`src/rtl/neuron_mac.sv`:
```
// ----------------------------------------------------------------------------
// neuron_mac
//   Serial multiply-accumulate neuron. A start pulse loads a signed bias, then
//   N_INPUTS (activation, weight) pairs arrive over a valid/ready stream and
//   their products are added to the bias. The finished ACC_W-bit signed sum
//   is held on a valid/ready output until the downstream Activation stage
//   takes it.
//
//   Build option:
//     NEURON_MAC_SATURATE_EN  defined   -> every add clamps to the ACC_W
//                                          signed range, and later terms add
//                                          to the clamped value
//                             undefined -> plain two's-complement wrap
// ----------------------------------------------------------------------------
module neuron_mac #(
    parameter int N_INPUTS = 4,
    parameter int X_W      = 5,
    parameter int W_W      = 5,
    parameter int ACC_W    = 12
) (
    input  logic             clk,
    input  logic             rst_n,
    input  logic             start,
    input  logic [ACC_W-1:0] bias,
    input  logic             in_valid,
    output logic             in_ready,
    input  logic [X_W-1:0]   x_in,
    input  logic [W_W-1:0]   w_in,
    output logic             out_valid,
    input  logic             out_ready,
    output logic [ACC_W-1:0] acc_out,
    output logic             busy
);

    localparam int CNT_W  = $clog2(N_INPUTS + 1);
    // The activation gets a zero sign bit, so the exact product needs
    // X_W + 1 + W_W bits.
    localparam int PROD_W = X_W + 1 + W_W;

    localparam logic [CNT_W-1:0] LAST_BEAT = CNT_W'(N_INPUTS - 1);

    typedef enum logic [1:0] {
        IDLE  = 2'd0,
        ACCUM = 2'd1,
        DONE  = 2'd2
    } state_t;

    state_t                   state;
    state_t                   state_nxt;
    logic signed [ACC_W-1:0]  acc;
    logic signed [ACC_W-1:0]  acc_nxt;
    logic [CNT_W-1:0]         cnt;
    logic [CNT_W-1:0]         cnt_nxt;
    logic signed [PROD_W-1:0] prod;
    logic signed [ACC_W-1:0]  acc_sum;
    logic                     beat;

    // Adds one sign-extended product to the running sum, either clamping
    // at the signed limits or wrapping modulo 2^ACC_W.
    function automatic logic signed [ACC_W-1:0] acc_add(
        input logic signed [ACC_W-1:0]  a,
        input logic signed [PROD_W-1:0] p
    );
`ifdef NEURON_MAC_SATURATE_EN
        logic signed [ACC_W:0] s;
        s = (ACC_W+1)'(a) + (ACC_W+1)'(p);
        // The two top bits disagree only when the true sum left the
        // ACC_W range; the top bit then gives the direction.
        if (s[ACC_W] != s[ACC_W-1]) begin
            return s[ACC_W] ? {1'b1, {(ACC_W-1){1'b0}}}
                            : {1'b0, {(ACC_W-1){1'b1}}};
        end
        return s[ACC_W-1:0];
`else
        return a + ACC_W'(p);
`endif
    endfunction

    // Signed product of the zero-extended activation and the weight.
    assign prod    = PROD_W'($signed({1'b0, x_in})) * PROD_W'($signed(w_in));
    assign acc_sum = acc_add(acc, prod);

    // One pair is consumed on every handshake while accumulating.
    assign beat = in_valid && (state == ACCUM);

    // Outputs decode directly from registered state, so an async reset
    // clears them immediately.
    assign in_ready  = (state == ACCUM);
    assign out_valid = (state == DONE);
    assign busy      = (state != IDLE);
    assign acc_out   = acc;

    // Next-state, accumulator and counter update.
    always_comb begin
        // NOTE: every signal driven here gets a default first, so no path
        // leaves one unassigned and no latch is inferred.
        state_nxt = state;
        acc_nxt   = acc;
        cnt_nxt   = cnt;
        unique case (state)
            IDLE: begin
                if (start) begin
                    acc_nxt   = bias;
                    cnt_nxt   = '0;
                    state_nxt = ACCUM;
                end
            end
            ACCUM: begin
                if (beat) begin
                    acc_nxt = acc_sum;
                    cnt_nxt = cnt + CNT_W'(1);
                    if (cnt == LAST_BEAT) begin
                        state_nxt = DONE;
                    end
                end
            end
            DONE: begin
                // The result leaves on out_ready; a simultaneous start
                // begins the next evaluation without an idle cycle.
                if (out_ready) begin
                    if (start) begin
                        acc_nxt   = bias;
                        cnt_nxt   = '0;
                        state_nxt = ACCUM;
                    end else begin
                        state_nxt = IDLE;
                    end
                end
            end
            default: begin
                state_nxt = IDLE;
            end
        endcase
    end

    // State, accumulator and beat counter registers.
    always_ff @(posedge clk or negedge rst_n) begin
        // NOTE: sequential state uses non-blocking assignments so every
        // register samples the pre-edge values of its inputs.
        if (!rst_n) begin
            state <= IDLE;
            acc   <= '0;
            cnt   <= '0;
        end else begin
            state <= state_nxt;
            acc   <= acc_nxt;
            cnt   <= cnt_nxt;
        end
    end

endmodule

```
`config.mk`:
```
export PLATFORM = sky130hd
export DESIGN_NAME = neuron_mac
export DESIGN_NICKNAME = d
export VERILOG_FILES = /design/src/rtl/neuron_mac.sv
export SDC_FILE = /design/constraint.sdc
export NUM_CORES = 1
export LEC_CHECK = 0
export BUFFER_PORTS_ARGS = -buffer_cell sky130_fd_sc_hd__buf_4
export CAP_MARGIN = 25
export CORE_AREA = 2 2 70 72
export CTS_CLUSTER_DIAMETER = 80
export CTS_CLUSTER_SIZE = 14
export DETAILED_ROUTE_END_ITERATION = 16
export DIE_AREA = 0 0 72 74
export GPL_ROUTABILITY_DRIVEN = 0
export PLACE_DENSITY_LB_ADDON = 0.12
export SETUP_SLACK_MARGIN = 0.05
export SYNTH_ARGS = -nofsm -noshare
export SYNTH_HDL_FRONTEND = slang
export SYNTH_SLANG_ARGS = --single-unit
```
`constraint.sdc`:
```
create_clock -name clk -period 7.34 [get_ports clk]
set_clock_uncertainty 0.05 [all_clocks]
set_input_delay 1.101 -clock clk [delete_from_list [all_inputs] [get_ports clk]]
set_output_delay 1.101 -clock clk [all_outputs]
set_load 0.02 [all_outputs]
```
Word level (Yosys, flattened, before mapping)
Index checks and enable logic that the tools add are counted.
Widths: inputs -> output; s select.
{ "classes": {"mul": 1, "n_mux": 14, "reduce_logical": 6, "add_sub_neg": 2, "n_eq_ne": 7} }
{ "op_table": {"columns": ["op", "n"], "rows": [
  ["$mux 12", 3],
  ["$pmux 12 s3", 1],
  ["$add 12x11->12", 1],
  ["$mul 6x5->11", 1],
  ["$mux 3", 3],
  ["$pmux 3 s3", 1],
  ["$mux 2", 4],
  ["$ne 2x1->1 const B", 3],
  ["$pmux 2 s3", 1],
  ["$reduce_and 4->1", 1],
  ["$add 3x1->3 const B", 1],
  ["$eq 3x2->1 const B", 1],
  ["$reduce_and 3->1", 1],
  ["$reduce_bool 3->1", 1],
  ["$eq 2x1->1 const B", 1],
  ["$eq 2x2->1 const B", 1],
  ["$logic_not 2->1", 1],
  ["$ne 2x2->1 const B", 1],
  ["$reduce_bool 2->1", 1],
  ["$logic_and 1x1->1", 1],
  ["$mux 1", 1]
]} }
{ "word_totals": {"input_bits": 27, "regBits": 17, "wordCells": 33, "out_inout_bits": 15} }

Depth between registers and ports, before layout
{ "depth": {"word_depth": 4, "mapped_depth": 14, "mapped_depth_nobuf": 14} }

Worst setup path after synthesis
No wires, ideal clock.
{ "synth_timing": {"path_kind": "input -> register", "start": "in x_in[0]", "end": "reg acc[9], in the netlist acc_out[9]", "setup_slack_ps": 2490, "required_time_ps": 7163, "setup_ps": 127, "path_stages": 12, "t_arrival_ps": 4673, "n_path_buf": 0, "cell_sequence": "nand2b_1 -> fa_1 -> fa_1 -> inv_1 -> fa_1 -> fa_1 -> fa_1 -> a211oi_1 -> o21bai_1 -> a21oi_1 -> mux2i_1 -> nand3_1"} }
{ "synth_between": {"elab_chain_len": 4} }
{ "synth_lines": {"columns": ["element", "line", "source"], "rows": [
  ["from (decl)", "27", "input logic [X_W-1:0] x_in,"],
  ["$mul 6x5->11", "80", "assign prod = PROD_W'($signed({1'b0, x_in})) * PROD_W'($signed(w_in));"],
  ["$add 12x11->12", "75", "return a + ACC_W'(p);"],
  ["$mux 12", "109", "if (beat) begin"],
  ["$pmux 12 s3", "100", "unique case (state)"],
  ["to (signal assigned)", "146", "acc <= acc_nxt;"],
  ["to (decl)", "50", "logic signed [ACC_W-1:0] acc;"]
]} }
No other way between the ends. The select of a mux whose other input is x is not followed.
A chain may end at the register's enable or synchronous reset.

Worst setup path after layout
Same ends and word-level chain as after synthesis.

==> metrics.txt <==
Post-synth EDFFs 0; largest net degree at the start of global routing 20; post-route clock period utilization 0.666; nets@finish 332; CTS tree yes; clock root cell clkbuf_8; die width 72 um; fin. max-slew vios 0; number of warnings issued by yosys 0; DR pass1 iterations 4; initial antenna violation count 0; synth-to-layout area growth 19.3%; pwr/cell area 450 mW/mm^2; WL/cell 13.4 um; sequential share of the synthesized area 0.214; worst path required time 7.43 ns; die height 74 um; HPWL after DPL 3.44 mm; H-tree depth 1; IO Count 42; core area 0.00460 mm^2; total gr overflow 0; hold buffers post-CTS 0; worst path cell trace buf_4 -> nand2b_1 -> fa_1 -> fa_1 -> inv_1 -> fa_1 -> fa_1 -> fa_1 -> a211oi_1 -> o21bai_1 -> a21oi_1 -> mux2i_1 -> nand3_1; CP most frequent cell fa_1; RSZ-0062 raised after global routing false; VDD IR max 0.000173 V; Max Cap Viol 0; CTS buffer count 3; vias in the first global route 1536; DRC 0; Lkg Pwr 0.00123 uW; Synth area leader dfrtp_1; DR vias/cell 5.18; synth top area cells dfrtp_1 (21%), ha_1 (20%), fa_1 (18%); Setup-failing EPs final 0; Worst-Skew Late Latency 0.26 ns; CP max stage cell fa_1; cell family with most CP delay adder cells; maximum buffer depth of the clock tree 2; Worst Setup Start Kind input pin; number of setup buffers added after CTS 0; DP Worst Slack 2.17 ns; dominant register cell in the synthesized netlist dfrtp_1; Inserted Diodes 0; first-pass GRT wire length 7.19 mm; min Tclk post-route 4.89 ns; post-cts resize count 0; Final WS setup 2.45 ns; WP buf/inv 2; CTS Sinks 17; clock-pin slew on the worst setup and hold paths 0.07 ns; port buffer count 41; Syn Nets 292; WP data arrival 4.98 ns; Setup TNS Final 0 ns; most frequent cells in the layout buf_4 (41), ha_1 (32), nand2_1 (26); WL final 4.14 mm; Final Hold Fails 0; hold_ws 0.452 ns; Starting Density 0.433; Avg Inst Size Synth 9.26 um^2; critical path class input pin to flip-flop; routed via count 1594; num rows 25; commonest non-fill, non-tap cell in the layout buf_4; Max-slew headroom 0.343; DIE AREA 0.00533 mm^2; number of DRC markers in iteration 0 33; overall global routing resource usage 0.172; Fmax achieved 205 MHz; layout cells sized above 1 0.185; Tightest Hold Check Type flip-flop to flip-flop; critical path capture point type flip-flop; #FFs+latches synth 17; max incr delay on CP 0.56 ns; post-synth cell types 39; Synth top area share 0.214; status finished clean; post-route ant nets 0; Synth Cell Area 0.00199 mm^2; actual slew at the worst max-slew pin 0.981 ns; asr flop ratio synth 1.00; cells after synthesis 215; crit path max fanout 5
-- final cells by class --
type | instances | area, um^2
sequential | 17 | 425
inverter | 22 | 82.6
multi-input combinational | 170 | 1450
clock buffer | 4 | 45.0
timing repair buffer | 41 | 308
tap | 54 | 67.6
fill | 436 | 2220
-- worst paths after layout --
path                       slack, ns       start          to  depth (start not counted)
min in group asynchronous       0.65       rst_n    state[0]                          1
hold / removal                  0.45      cnt[0]      cnt[0]                          1
setup reg to reg                3.53  acc_out[3]  acc_out[9]                         11
setup / recovery                2.45     x_in[0]  acc_out[9]                         13
hold reg to reg                 0.45      cnt[0]      cnt[0]                          1
max in group asynchronous       6.39       rst_n  acc_out[4]                          1
-- sequential cells by signal, indices dropped and copies added (netlist names) --
signal   cells
cnt          3
acc_out     12
state        2
-- synthesized netlist by cell type (all sizes together), types with 3 or more instances --
master   n
ha      32
nand2   26
inv     22
fa      18
dfrtp   17
and2    14
o21ai   13
nor2    12
a21oi    7
a31oi    7
a211oi   4
buf      4
nand2b   4
nand3    4
a21o     3
o22ai    3
xnor2    3
-- logic make-up (layout without fill, tap and decap cells) --
| logic type | after synthesis | after routing | share of synthesized area |
|---|---|---|---|
| simple gates | 70 | 70 | 0.171 |
| fa+ha+maj | 50 | 50 | 0.382 |
| compound gates | 43 | 43 | 0.136 |
| buf+inv | 28 | 67 | 0.0597 |
| flops | 17 | 17 | 0.214 |
| xor+xnor | 6 | 6 | 0.0333 |
| mux | 1 | 1 | 0.00503 |
-- layer usage --
metal,routed length (um),share of wire,global-route usage,vias up
met5,0,0,0,-
met4,59,0.014,0.0587,0
met3,140,0.034,0.0163,6
met2,1820,0.44,0.261,33
met1,2120,0.51,0.260,746
li1,-,-,-,809
-- report_power, final --
part	leakage (uW)	total [uW]	switching (uW)	internal, uW
combinational	0.00101	814	451	363
sequential	0.000204	183	42.9	140
clock	0.0000228	72.6	34.0	38.6
total	0.00123	1070	528	542
-- metrics by stage --
step	power (uW)	std cells	area [um^2]	utilization
2_1_floorplan	808	215	1990	-
3_3_place_gp	1000	304	2330	0.507
3_5_place_dp	1010	304	2330	0.507
4_1_cts	1090	308	2380	0.517
5_1_grt	1220	308	2380	0.517
6_report	1070	308	2380	0.517
Power figures use the tool's default switching activity.
